**config.mk**
```make
export PLATFORM = sky130hd
export DESIGN_NAME = muxn_scan_flat
export DESIGN_NICKNAME = d
export VERILOG_FILES = /design/src/rtl/muxn_scan_pkg.sv /design/src/rtl/muxn_scan_if.sv /design/src/rtl/muxn_scan_dwell_timer.sv /design/src/rtl/muxn_scan.sv /design/src/flat_wrapper.sv
export SDC_FILE = /design/constraint.sdc
export NUM_CORES = 1
export LEC_CHECK = 0
export BUFFER_PORTS_ARGS = -buffer_cell sky130_fd_sc_hd__buf_2
export CORE_UTILIZATION = 49
export CTS_CLUSTER_SIZE = 10
export DETAILED_ROUTE_END_ITERATION = 16
export GPL_TIMING_DRIVEN = 0
export PLACE_DENSITY = 0.76
export SYNTH_ARGS = -nofsm -noshare
export SYNTH_HDL_FRONTEND = slang
export SYNTH_SLANG_ARGS = --single-unit
```
**constraint.sdc**
```tcl
create_clock -name clk -period 5.75 [get_ports clk]
set_input_delay 0 -clock clk [delete_from_list [all_inputs] [get_ports clk]]
set_output_delay 0 -clock clk [all_outputs]
set_load 0.05 [all_outputs]
```
**src/rtl/muxn_scan_pkg.sv**
```systemverilog
`default_nettype none
// ============================================================================
//  Module      : muxn_pkg
//  Description : Shared types for the registered N-to-1 scanning multiplexer.
//                mode_t names the two operating modes carried on the 'mode'
//                input (0 = manual channel select, 1 = automatic scan).
//  Revision    : 1.0  initial release
// ============================================================================
package muxn_pkg;

    typedef enum logic {
        MODE_MANUAL = 1'b0,
        MODE_SCAN   = 1'b1
    } mode_t;

endpackage : muxn_pkg
`default_nettype wire

```
**src/rtl/muxn_scan_if.sv**
```systemverilog
`default_nettype none
// ============================================================================
//  Module      : muxn_scan_if
//  Description : Bundle of data/control signals between N sampled sources
//                and the scanning multiplexer.
//                Inputs to the mux : din (N*W), sel (SW), mode, dwell, en
//                Outputs of the mux: y (W), ch (SW), valid, wrap
//                master = source/controller side, slave = multiplexer side.
//  Revision    : 1.0  initial release
// ============================================================================
interface muxn_scan_if #(
    parameter int N       = 4,
    parameter int W       = 8,
    parameter int DWELL_W = 8
);
    localparam int SW = $clog2(N);

    logic [N*W-1:0]     din;
    logic [SW-1:0]      sel;
    logic               mode;
    logic [DWELL_W-1:0] dwell;
    logic               en;
    logic [W-1:0]       y;
    logic [SW-1:0]      ch;
    logic               valid;
    logic               wrap;

    modport master (
        output din, sel, mode, dwell, en,
        input  y, ch, valid, wrap
    );

    modport slave (
        input  din, sel, mode, dwell, en,
        output y, ch, valid, wrap
    );

endinterface : muxn_scan_if
`default_nettype wire

```
**src/rtl/muxn_scan_dwell_timer.sv**
```systemverilog
`default_nettype none
// ============================================================================
//  Module      : dwell_timer
//  Description : Dwell counter for the channel sequencer.
//                clk     in  system clock
//                n_reset in  asynchronous active-low reset
//                en      in  count one enabled scan cycle
//                clr     in  treat the current count as zero on this edge
//                dwell   in  number of extra cycles to hold each channel
//                tick    out current (possibly cleared) count >= dwell
//  Revision    : 1.0  initial release
// ============================================================================
module dwell_timer #(
    parameter int DWELL_W = 8
) (
    input  wire               clk,
    input  wire               n_reset,
    input  wire               en,
    input  wire               clr,
    input  wire [DWELL_W-1:0] dwell,
    output logic              tick
);

    logic [DWELL_W-1:0] r_cnt;
    logic [DWELL_W-1:0] w_cur;

    // A clear on the same edge as a count means this edge is the first one
    // of a fresh dwell, so the comparison must already see zero.
    assign w_cur = clr ? '0 : r_cnt;
    // >= rather than == so that lowering dwell mid-count ends the dwell on
    // the next enabled edge instead of waiting for the counter to overflow.
    // w_cur < dwell whenever it is incremented, so the +1 cannot overflow.
    assign tick  = (w_cur >= dwell);

    always_ff @(posedge clk or negedge n_reset) begin
        if (!n_reset) begin
            r_cnt <= '0;
        end else if (en) begin
            r_cnt <= tick ? '0 : w_cur + 1'b1;
        end else if (clr) begin
            r_cnt <= '0;
        end
    end

endmodule : dwell_timer
`default_nettype wire

```
**src/rtl/muxn_scan.sv**
```systemverilog
`default_nettype none
// ============================================================================
//  Module      : muxn_scan
//  Description : Registered N-to-1 multiplexer with a channel sequencer.
//                clk     in  system clock, rising edge
//                n_reset in  asynchronous active-low reset
//                bus     slave side of muxn_scan_if:
//                        din/sel/mode/dwell/en in, y/ch/valid/wrap out
//                MANUAL: y <= din[sel] on enabled edges (sel >= N gives y=0,
//                valid=0). SCAN: pointer p steps through 0..N-1, holding
//                each channel for dwell+1 enabled edges; wrap pulses on the
//                edge that leaves channel N-1.
//  Revision    : 1.0  initial release
// ============================================================================
module muxn_scan
    import muxn_pkg::*;
#(
    parameter int N       = 4,
    parameter int W       = 8,
    parameter int DWELL_W = 8
) (
    input  wire        clk,
    input  wire        n_reset,
    muxn_scan_if.slave bus
);

    localparam int              SW          = $clog2(N);
    localparam logic [SW:0]     c_n         = (SW+1)'(N);
    localparam logic [SW-1:0]   c_last      = SW'(N-1);
    localparam logic [0:0]      c_st_manual = 1'b0;
    localparam logic [0:0]      c_st_scan   = 1'b1;

    // Channel k of the packed input bus; out-of-range k yields zero, which
    // is exactly what manual mode must output for an invalid select.
    function automatic logic [W-1:0] slice(input logic [N*W-1:0] d,
                                           input logic [SW-1:0]  k);
        logic [W-1:0] r;
        r = '0;
        for (int i = 0; i < N; i++) begin
            if (k == SW'(i)) r = d[i*W +: W];
        end
        return r;
    endfunction

    logic [0:0]    r_state;
    logic [SW-1:0] r_p;
    logic [W-1:0]  r_y;
    logic [SW-1:0] r_ch;
    logic          r_valid;
    logic          r_wrap;

    mode_t         w_mode;
    logic          w_scan;
    logic          w_entry;
    logic          w_sel_ok;
    logic          w_adv;
    logic          w_clr;
    logic          w_tick;

    // The edge is always processed under the mode presented on it; the
    // registered state only serves to spot the MANUAL->SCAN entry edge.
    assign w_mode   = mode_t'(bus.mode);
    assign w_scan   = (w_mode == MODE_SCAN);
    assign w_entry  = w_scan && (r_state == c_st_manual);
    assign w_sel_ok = ({1'b0, bus.sel} < c_n);
    assign w_adv    = w_scan && bus.en;
    // Entering scan restarts the dwell; a valid manual select also parks
    // the counter at zero alongside the pointer.
    assign w_clr    = w_entry || (!w_scan && bus.en && w_sel_ok);

    dwell_timer #(
        .DWELL_W (DWELL_W)
    ) u_timer (
        .clk     (clk),
        .n_reset (n_reset),
        .en      (w_adv),
        .clr     (w_clr),
        .dwell   (bus.dwell),
        .tick    (w_tick)
    );

    always_ff @(posedge clk or negedge n_reset) begin
        if (!n_reset) begin
            r_state <= c_st_manual;
            r_p     <= '0;
            r_y     <= '0;
            r_ch    <= '0;
            r_valid <= 1'b0;
            r_wrap  <= 1'b0;
        end else begin
            r_state <= w_scan ? c_st_scan : c_st_manual;
            r_valid <= 1'b0;
            r_wrap  <= 1'b0;
            if (bus.en) begin
                if (w_scan) begin
                    r_y     <= slice(bus.din, r_p);
                    r_ch    <= r_p;
                    r_valid <= 1'b1;
                    if (w_tick) begin
                        r_p    <= (r_p == c_last) ? '0 : r_p + 1'b1;
                        r_wrap <= (r_p == c_last);
                    end
                end else begin
                    r_y     <= slice(bus.din, bus.sel);
                    r_ch    <= bus.sel;
                    r_valid <= w_sel_ok;
                    if (w_sel_ok) r_p <= bus.sel;
                end
            end
        end
    end

    assign bus.y     = r_y;
    assign bus.ch    = r_ch;
    assign bus.valid = r_valid;
    assign bus.wrap  = r_wrap;

endmodule : muxn_scan
`default_nettype wire

```
**src/flat_wrapper.sv**
```systemverilog
// flat-port wrapper written by rule: the top's interface ports become plain ports
module muxn_scan_flat import muxn_pkg::*;
#(
    parameter int N       = 4,
    parameter int W       = 8,
    parameter int DWELL_W = 8
)
  (clk, n_reset, bus_din, bus_sel, bus_mode, bus_dwell, bus_en, bus_y, bus_ch, bus_valid, bus_wrap);
  muxn_scan_if #(.N(N), .W(W), .DWELL_W(DWELL_W)) bus_i ();
  input  wire clk;
  input  wire n_reset;
  input wire logic [$bits(bus_i.din)-1:0] bus_din;
  input wire logic [$bits(bus_i.sel)-1:0] bus_sel;
  input wire logic [$bits(bus_i.mode)-1:0] bus_mode;
  input wire logic [$bits(bus_i.dwell)-1:0] bus_dwell;
  input wire logic [$bits(bus_i.en)-1:0] bus_en;
  output wire logic [$bits(bus_i.y)-1:0] bus_y;
  output wire logic [$bits(bus_i.ch)-1:0] bus_ch;
  output wire logic [$bits(bus_i.valid)-1:0] bus_valid;
  output wire logic [$bits(bus_i.wrap)-1:0] bus_wrap;
  assign bus_i.din = bus_din;
  assign bus_i.sel = bus_sel;
  assign bus_i.mode = bus_mode;
  assign bus_i.dwell = bus_dwell;
  assign bus_i.en = bus_en;
  assign bus_y = bus_i.y;
  assign bus_ch = bus_i.ch;
  assign bus_valid = bus_i.valid;
  assign bus_wrap = bus_i.wrap;
  muxn_scan #(.N(N), .W(W), .DWELL_W(DWELL_W)) u_core (.clk(clk), .n_reset(n_reset), .bus(bus_i));
endmodule
```
==> flow_metrics.tcl <==
set metrics [dict create \
    status "finished clean" \
    end_kind "flip-flop" \
    grt_max_degree 24 \
    avgRoutedWirePerCell_um 14.6 \
    cp_max_fo 10 \
    layout_common_cells "56 x buf_2, 30 x inv_1, 30 x nand2_1" \
    routed_via_density 5.73 \
    rows 22 \
    yosys-top-cells-area "dfrtp_1 29%, mux4_2 9.2%, ha_1 7.7%, inv_1 5.8%, nand2_1 5.8%" \
    power_density_mw_per_mm2 215 \
    globalplace.congestion 0.873 \
    crit_required_ns 5.88 \
    synth_edf_count 0 \
    finalHoldViolCount 0 \
    cts-buffers-inserted 3 \
    syn_area_sq_mm 0.00195 \
    synthArstFlopShare 1.00 \
    dp_hpwl_mm 3.57 \
    synth_cell_types 46 \
    drive_above_1_share 0.288 \
    io_buffers 55 \
    totalNegativeSetupSlack_ns 0 \
    clk_path_buf_depth 2 \
    grt_pass1_wl_mm 7.67 \
    io_pins 58 \
    die_w_um 65.1 \
    preCtsSetupSlack_ns 3.19 \
    grt.overflow.total 0 \
    synth-seq-cells 23 \
    synth_top_area_frac 0.295 \
    drtIter0Drc 131 \
    antenna_cells 0 \
    clk_latency_ns 0.27 \
    p_leak_nw 1.16 \
    final_common_cell "buf_2" \
    synth_warnings 0 \
    antenna_found_initial 0 \
    post-route-min-period_ns 2.71 \
    synth_nets 281 \
    grt_pass1_vias 1686 \
    reg2reg_from "u_core.r_state$_DFF_PN0_" \
    die_area_sq_mm 0.00424 \
    vias 1908 \
    rsz0062_at_grt "false" \
    max_cap_violations 0 \
    syn_area_per_cell_sq_um 8.75 \
    clock_skew_ns 0.00772 \
    crit_type "input port to flip-flop" \
    routed_wl_mm 4.86 \
    reg2regPathDepth 9 \
    relSlewSlack 0.639 \
    fin_nets 344 \
    cts_tree "done" \
    synth_cells 223 \
    coreArea_sq_mm 0.00374 \
    tightest_slew_ns 0.541 \
    clk_pin_slew_ns 0.09 \
    clock_sinks 23 \
    fin_ws_ns 3.04 \
    final_util 0.631 \
    start_util 0.521 \
    cts_root_buffer "clkbuf_8" \
    reg2reg_to "u_core.r_p[0]$_DFFE_PN0P_" \
    synth_ff_type "dfrtp_1" \
    hold_depth 5 \
    slew_viol_final 0 \
    drtPass1Iterations 5 \
    htreeDepth 1 \
    hp-class "input port to flip-flop" \
    setup_viol 0 \
    die_h_um 65.1 \
    rrSetupSlack_ns 3.21 \
    fmax_mhz 369 \
    ys_seq_area_frac 0.295 \
    synth_area_leader_cell "dfrtp_1" \
    drcViolationCount 0 \
    dp_cells 326 \
    postRouteAntennaNets 0 \
    area_growth_pct 21.1 \
    fin_crit_sh 0.471 \
    peakVddDrop_v 0.000121 \
    cts_setup_buffers 0 \
    min_to "u_core.bus.y[5]$_DFFE_PN0P_" \
    cp-start-kind "input port" \
    hp-start "bus_din[29]" \
    final_cells 333 \
    critical_path_arrival_ns 2.84 \
    track_usage 0.239 \
]
==> per-stage QoR <==
stage	hold slack [ns]	cell area [sq um]	total power [W]
finish	0.119	2360	0.000509
detailed placement	0.0245	2290	0.000405
global placement	0.0134	2290	0.000401
floorplan	-0.296	1950	0.000345
CTS	0.123	2360	0.000510
global route	0.143	2360	0.000538
==> power breakdown <==
group / internal, W / leakage, nW / total, W / switching, W
combinational: 0.0000793 / 0.845 / 0.000214 / 0.000135
sequential: 0.000180 / 0.293 / 0.000192 / 0.0000123
clock: 0.0000484 / 0.0255 / 0.000103 / 0.0000544
total: 0.000307 / 1.16 / 0.000509 / 0.000201
==> layer usage <==
layer  vias to the layer above  part of all wire  global-route usage
met1                       883              0.45               0.340
li1                        930                 -                   -
met3                         6             0.061              0.0278
met2                        89              0.48               0.388
met5                         -                 0                   0
met4                         0            0.0093              0.0598
==> worst max-delay path by stage <==
stage                                         from                   endpoint  slack [ns]  cells after the start
after floorplan           u_core.r_state$_DFF_PN0_  u_core.r_p[0]$_DFFE_PN0P_        3.43                      9
after global placement    u_core.r_state$_DFF_PN0_  u_core.r_p[0]$_DFFE_PN0P_        3.22                      9
after detailed placement  u_core.r_state$_DFF_PN0_  u_core.r_p[0]$_DFFE_PN0P_        3.19                      9
after CTS                                 bus_mode  u_core.r_p[0]$_DFFE_PN0P_        3.02                     12
after global routing                      bus_mode  u_core.r_p[0]$_DFFE_PN0P_        2.91                     12
final                                     bus_mode  u_core.r_p[0]$_DFFE_PN0P_        3.04                     12
==> area by class of cell <==
| class | instances | area [sq um] |
|---|---|---|
| Clock buffer | 3 | 41.3 |
| Sequential cell | 23 | 576 |
| Multi-Input combinational cell | 155 | 1190 |
| Tap cell | 48 | 60.1 |
| Timing Repair Buffer | 58 | 305 |
| Inverter | 30 | 113 |
| Fill cell | 363 | 1380 |
| Clock inverter | 1 | 5.00 |
| Buffer | 15 | 77.6 |
==> worst max-delay path: stages <==
cell	delay, ns
dlygate4sd3_1	0.53
buf_2	0.16
clkbuf_8	0.16
and2b_2	0.21
nor2_1	0.19
nand2_1	0.12
ha_1	0.27
nand2b_1	0.14
a21o_1	0.18
maj3_2	0.36
a2111oi_0	0.41
a211oi_1	0.11
==> cell usage after synthesis, drive strengths merged (2+ instances only) <==
library cell and n:
a221oi 8, nor2b 3, nand2b 3, nor2 5, dfrtp 23, o21ai 10, mux2i 3, a211oi 3
mux4 8, o22ai 2, nand2 30, a21o 2, buf 4, a21oi 18, clkbuf 11, xnor2 2
ha 12, o32ai 2, nor3 4, inv 30, nand3b 8, a2111oi 2, o221ai 8, and3 7
==> sequential cells by signal, summed over array words and instances, names as in the netlist <==
signal                count
u_core.bus.y              8
u_core.u_timer.r_cnt      8
u_core.bus.ch             2
u_core.r_p                2
u_core.bus.valid          1
u_core.bus.wrap           1
u_core.r_state            1
==> cells by family after synthesis <==
kind of cell,Yosys count,synth area share
adders and majority gates,13,0.0827
DFF,23,0.295
and+or+nand+nor,68,0.190
xor gates and xnor gates,3,0.0135
muxes,12,0.113
AOI/OAI and AO/OA,59,0.208
buffers and inverters,45,0.0974
==> timing repair <==
action / 4_1_cts / 5_1_grt
endpoints found under the hold margin: 25 / 0
resized for setup: 0 / 0
hold buffers: 3 / 0
setup endpoints to repair: 0 / 0
No activity file was read; power rests on OpenSTA's default activity.
